**src/rtl/rf_writeback_arbiter.sv**
```systemverilog
// rf_writeback_arbiter
//   Shares the register file's single write port among NUM_REQ writeback
//   sources using a round-robin arbiter. At most one request is granted per
//   cycle. The winner's address and data are captured into an output register
//   that drives the register file write port one cycle after the transfer.
//
// Ports
//   clk, reset_n     clock, asynchronous active-low reset
//   req_valid        per-requester write request
//   req_addr         flattened addresses, requester i at slice i
//   req_data         flattened data, requester i at slice i
//   req_ready        one-hot-or-zero grant (combinational)
//   stall            pipeline hold, blocks all grants
//   write_en/addr/data  registered write to the register file
//   perf_clr         synchronous clear of the stall counters
//   perf_stall_cnt   flattened per-requester stall counters
//
// Build option
//   RF_WB_PERF_EN    when defined, builds saturating per-requester stall
//                    counters. Otherwise perf_stall_cnt is tied to 0 and
//                    perf_clr is ignored. The ports exist in both builds.

module rf_writeback_arbiter #(
   parameter int NUM_REQ       = 3,
   parameter int LOG2_NUM_REGS = 4,
   parameter int MACHINE_WIDTH = 32,
   parameter int CNT_WIDTH     = 16
) (
   input  logic                               clk,
   input  logic                               reset_n,
   input  logic [NUM_REQ-1:0]                 req_valid,
   input  logic [NUM_REQ*LOG2_NUM_REGS-1:0]   req_addr,
   input  logic [NUM_REQ*MACHINE_WIDTH-1:0]   req_data,
   output logic [NUM_REQ-1:0]                 req_ready,
   input  logic                               stall,
   output logic                               write_en,
   output logic [LOG2_NUM_REGS-1:0]           write_addr,
   output logic [MACHINE_WIDTH-1:0]           write_data,
   input  logic                               perf_clr,
   output logic [NUM_REQ*CNT_WIDTH-1:0]       perf_stall_cnt
);

   localparam int PTR_W = $clog2(NUM_REQ);

   logic [PTR_W-1:0]         rr_ptr;
   logic [PTR_W-1:0]         win_idx;
   logic [PTR_W-1:0]         next_ptr;
   logic                     win_any;
   logic                     grant;
   logic [LOG2_NUM_REGS-1:0] sel_addr;
   logic [MACHINE_WIDTH-1:0] sel_data;

   // Scan requesters starting at rr_ptr; the first valid one wins.
   always_comb begin
      int         idx;
      logic [PTR_W-1:0] idx_w;
      idx     = 0;
      idx_w   = '0;
      win_any = 1'b0;
      win_idx = '0;
      for (int k = 0; k < NUM_REQ; k++) begin
         idx   = (int'(rr_ptr) + k) % NUM_REQ;
         idx_w = PTR_W'(idx);
         if (!win_any && req_valid[idx_w]) begin
            win_any = 1'b1;
            win_idx = idx_w;
         end
      end
   end

   // Ready is suppressed during reset, so nothing looks accepted while the
   // output register is being cleared.
   assign grant = win_any & ~stall & reset_n;

   always_comb begin
      req_ready = '0;
      if (grant) begin
         req_ready[win_idx] = 1'b1;
      end
   end

   always_comb begin
      if (win_idx == PTR_W'(NUM_REQ - 1)) begin
         next_ptr = '0;
      end else begin
         next_ptr = win_idx + 1'b1;
      end
   end

   always_comb begin
      sel_addr = '0;
      sel_data = '0;
      for (int i = 0; i < NUM_REQ; i++) begin
         if (win_idx == PTR_W'(i)) begin
            sel_addr = req_addr[i*LOG2_NUM_REGS +: LOG2_NUM_REGS];
            sel_data = req_data[i*MACHINE_WIDTH +: MACHINE_WIDTH];
         end
      end
   end

   // A grant is only given to a valid requester, so grant equals transfer.
   always_ff @(posedge clk or negedge reset_n) begin
      if (!reset_n) begin
         rr_ptr     <= '0;
         write_en   <= 1'b0;
         write_addr <= '0;
         write_data <= '0;
      end else if (grant) begin
         rr_ptr     <= next_ptr;
         write_en   <= 1'b1;
         write_addr <= sel_addr;
         write_data <= sel_data;
      end else begin
         write_en   <= 1'b0;
      end
   end

`ifdef RF_WB_PERF_EN
   for (genvar i = 0; i < NUM_REQ; i++) begin : g_perf
      logic [CNT_WIDTH-1:0] cnt;

      // Clear wins over increment; the counter sticks at all-ones.
      always_ff @(posedge clk or negedge reset_n) begin
         if (!reset_n) begin
            cnt <= '0;
         end else if (perf_clr) begin
            cnt <= '0;
         end else if (req_valid[i] && !req_ready[i] && (cnt != {CNT_WIDTH{1'b1}})) begin
            cnt <= cnt + 1'b1;
         end
      end

      assign perf_stall_cnt[i*CNT_WIDTH +: CNT_WIDTH] = cnt;
   end
`else
   logic unused_perf_clr;
   assign unused_perf_clr = perf_clr;
   assign perf_stall_cnt  = '0;
`endif

endmodule

```
**config.mk**
```make
export PLATFORM = sky130hd
export DESIGN_NAME = rf_writeback_arbiter
export DESIGN_NICKNAME = d
export VERILOG_FILES = /design/src/rtl/rf_writeback_arbiter.sv
export SDC_FILE = /design/constraint.sdc
export NUM_CORES = 1
export LEC_CHECK = 0
export CORE_MARGIN = 1
export CORE_UTILIZATION = 34
export DETAILED_ROUTE_END_ITERATION = 7
export PLACE_DENSITY = 0.84
export SLEW_MARGIN = 20
export SYNTH_ARGS = -nofsm -noshare
export SYNTH_HDL_FRONTEND = slang
export SYNTH_SLANG_ARGS = --single-unit
```
**constraint.sdc**
```tcl
create_clock -name clk -period 3 [get_ports clk]
set_input_delay 0.6 -clock clk [delete_from_list [all_inputs] [get_ports clk]]
set_output_delay 0.6 -clock clk [all_outputs]
set_load 0.01 [all_outputs]
```
==> qor.csv <==
stage,metric,value,unit
synth,Post-Synth Adder-Cell Area,1.867,%
routing,Avg Vias per Cell,4.678,
setup_path,Setup crit end kind,output pin,
placement,port bufs,153,
timing,Tmin final,2.871,ns
grt,first-pass GRT wire length,12430,µm
timing,period utilisation layout,95.71,%
cts,Clock Latency Late Sink,0.28,ns
floorplanning,Initial Util,34.88,%
grt,GRT Util Overall,18.91,%
power,P_leak,2.161,nW
synth,Netlist cell types,30,
cts,Root Buffer,clkbuf_8,
placement,placed inst area,4134,µm²
finish,area of the multi-input gates,1314,µm²
finish,Final #Nets,561,
synth,area fraction in compound gates after synthesis,14.98,%
floorplanning,chip width,90.81,µm
synth,cell taking the most area after synthesis,dfrtp_1,
timing,"Hold Violations, Final",0,
setup_path,CP Data Required Time,2.40,ns
routing,DR iter-0 viols,56,
power,PwrDens,739.9,nW/µm²
floorplanning,I/O pin count,203,
synth,largest family of logic cells by synthesized area,buffers and inverters,
setup_path,crit path kind,flop to output pin,
synth,yosys warns,0,
floorplanning,row count,32,
timing,clk_skew,0.002623,ns
synth,Synth area leaders,"dfrtp_1 (36%), mux2i_1 (15%), buf_4 (14%), o221ai_1 (12%), inv_1 (5.6%)",
finish,layout cells sized above 1,7.240,%
setup_path,Slowest cell on crit path,dfrtp_1,
setup_path,worst path cell trace,inv_1 > ha_4 > mux2i_4 > o221ai_4 > o22a_1 > buf_4 > nor3b_2 > clkdlybuf4s15_1,
finish,ant diodes,0,
power,worst vdd ir,384.7,µV
hold_path,Worst Hold Class,input pin to async pin,
floorplanning,die area,8246,µm²
setup_path,CP max stage delay,0.40,ns
synth,"Cell Area, Synth",2681,µm²
finish,FF+latch area,975.9,µm²
routing,DRC viols,0,
synth,Yosys top cell area share,36.40,%
setup_path,r2r setup slk,0.68,ns
flow_run,# Max-Cap Violations,0,
routing,Post-Route WL,7683,µm
floorplanning,core box area,7687,µm²
timing,post-route setup TNS,0,ns
synth,synthesized netlist cell count,285,
finish,post-layout util,55.78,%
timing,# setup viols final,0,
power,Final Total Pwr,3.173,mW
timing,final worst slack,0.1287,ns
synth,mux share of post-synthesis cell area,14.56,%
timing,Worst slew margin,65.74,%
cts,CTS tree,done,
timing,Slew Limit Fails,0,
setup_path,Top Family by Delay on Critical Path,buffers and inverters,
routing,ANT nets after route,0,
setup_path,Reg-to-Reg End,write_data[0],
grt,pin count of the biggest net entering global routing,40,
synth,Seq cells post-synth,39,
routing,WL/cell,14.12,µm
cts,Clock Path Buffers,2,
routing,detailed-route via count,2545,
timing,hold slack,0.3835,ns
finish,most frequent cells in the layout,"clkdlybuf4s50_1 (146), conb_1 (48), inv_1 (40)",
setup_path,Critical R2R Launch,rr_ptr[1],
setup_path,worst-path maximum fanout,5,
placement,gpl congestion,0.7787,
synth,post-synthesis xor/xnor area fraction,0,%
setup_path,Startpoint Class,flop,
grt,initial antenna violation count,0,
finish,final instance area,4288,µm²
setup_path,CP arrival,2.27,ns
floorplanning,DIE HEIGHT,90.81,µm
synth,post-synthesis average cell area,9.408,µm²
setup_path,crit path buf inv count,3,
synth,sequential area share after synthesis,36.40,%
finish,Area Growth Syn to Fin,59.92,%
placement,pre-CTS setup slack,-0.1882,ns
cts,# clock sinks,39,
grt,vias in the first global route,2691,
cts,total CTS buffers,5,
cts,# H-tree levels,2,
timing,Fmax,348.3,MHz
placement,hpwl dp,5925,µm
synth,Post-Synth Simple-Gate Area,8.819,%
grt,Overflow after GRT,0,
placement,placed cell count,534,
timing,worst slew pin tran,0.5138,ns
finish,"commonest non-fill, non-tap cell in the layout",clkdlybuf4s50_1,
setup_path,R2R cell count,9,
cts,"Clk pin slew, worst setup/hold paths",0.07,ns
finish,Finished Layout Cells,544,
run_status,status,"complete, no violations",
finish,fill cell count,681,
routing,drt pass-1 iters,6,
## layout make-up
type / count / area share [%]
multi-input cells: 188 / 30.64
inverters: 41 / 3.589
repair buffers: 167 / 37.99
clock inverters: 1 / 0.1167
clock buffers: 6 / 1.926
flip-flops and latches: 39 / 22.76
well taps: 102 / 2.976
## cell families (layout without fill, tap and decap cells)
| family | count (synthesis) | in the layout |
|---|---|---|
| adder cells (fa/ha/maj) | 4 | 4 |
| AO/OA/AOI/OAI | 46 | 46 |
| AND/OR/NAND/NOR | 51 | 51 |
| multiplexers | 39 | 39 |
| other | 1 | 48 |
| flip-flops | 39 | 39 |
| buffers and inverters | 105 | 215 |
## where the power goes
part	internal (mW)	total (mW)	switching (mW)	leakage, nW
registers	0.771	0.904	0.133	0.486
clock network	0.181	0.359	0.178	0.0470
logic	1.04	1.91	0.872	1.63
## synthesized netlist by cell type
library cell	count
nor2_1	1
nand4b_1	1
clkbuf_1	3
buf_12	1
nand3b_1	1
o21ai_2	1
o221ai_1	36
and4b_1	1
mux2i_1	39
and2b_1	1
a21oi_1	2
a21o_1	1
conb_1	1
a21bo_2	1
a32oi_1	1
o221ai_2	1
ha_1	4
buf_8	1
nand2b_1	6
dfrtp_1	39
a21boi_0	1
inv_1	40
o32a_1	1
buf_4	51
nor3b_2	1
nand2_1	38
inv_2	1
o22a_1	1
buf_2	8
nor2b_1	1
## worst register-to-register path, delay by kind of cell, from the launching register on
family,cells,cell delay (ns)
fa+ha+maj,1,0.18
flops,1,0.39
mux,2,0.49
compound gates,3,0.57
buf+inv,3,0.55
## what timing repair did
action	4_1_cts	5_1_grt
gates resized for setup	9	5
setup buffers	1	2
setup endpoints to repair	3	3
pin swaps	3	0
hold buffers	0	0
## worst max path at each step
stage / cells after the start / slack [ns] / start / to
floorplan: 9 / 0.55 / rr_ptr[0] / req_ready[2]
global placement: 6 / -0.12 / req_valid[0] / req_ready[0]
global route: 8 / -0.02 / rr_ptr[0] / req_ready[0]
finish: 8 / 0.13 / rr_ptr[0] / req_ready[0]
CTS: 9 / 0.01 / rr_ptr[0] / req_ready[2]
detailed placement: 6 / -0.19 / req_valid[2] / req_ready[0]
## metal layers
| metal | wire length (µm) | part of all wire (%) | GRT usage [%] | up-vias |
|---|---|---|---|---|
| li1 | - | - | - | 1189 |
| met5 | 0 | 0 | 0 | - |
| met3 | 486 | 6.3 | 4.545 | 28 |
| met4 | 326 | 4.2 | 9.656 | 0 |
| met1 | 2795 | 36 | 19.54 | 1203 |
| met2 | 4075 | 53 | 35.23 | 125 |
## sequential cells by signal (all words and copies together) (netlist names)
| name | cells |
|---|---|
| write_addr | 4 |
| write_en | 1 |
| rr_ptr | 2 |
| write_data | 32 |
Note: power is estimated with default switching activity, not from simulation.
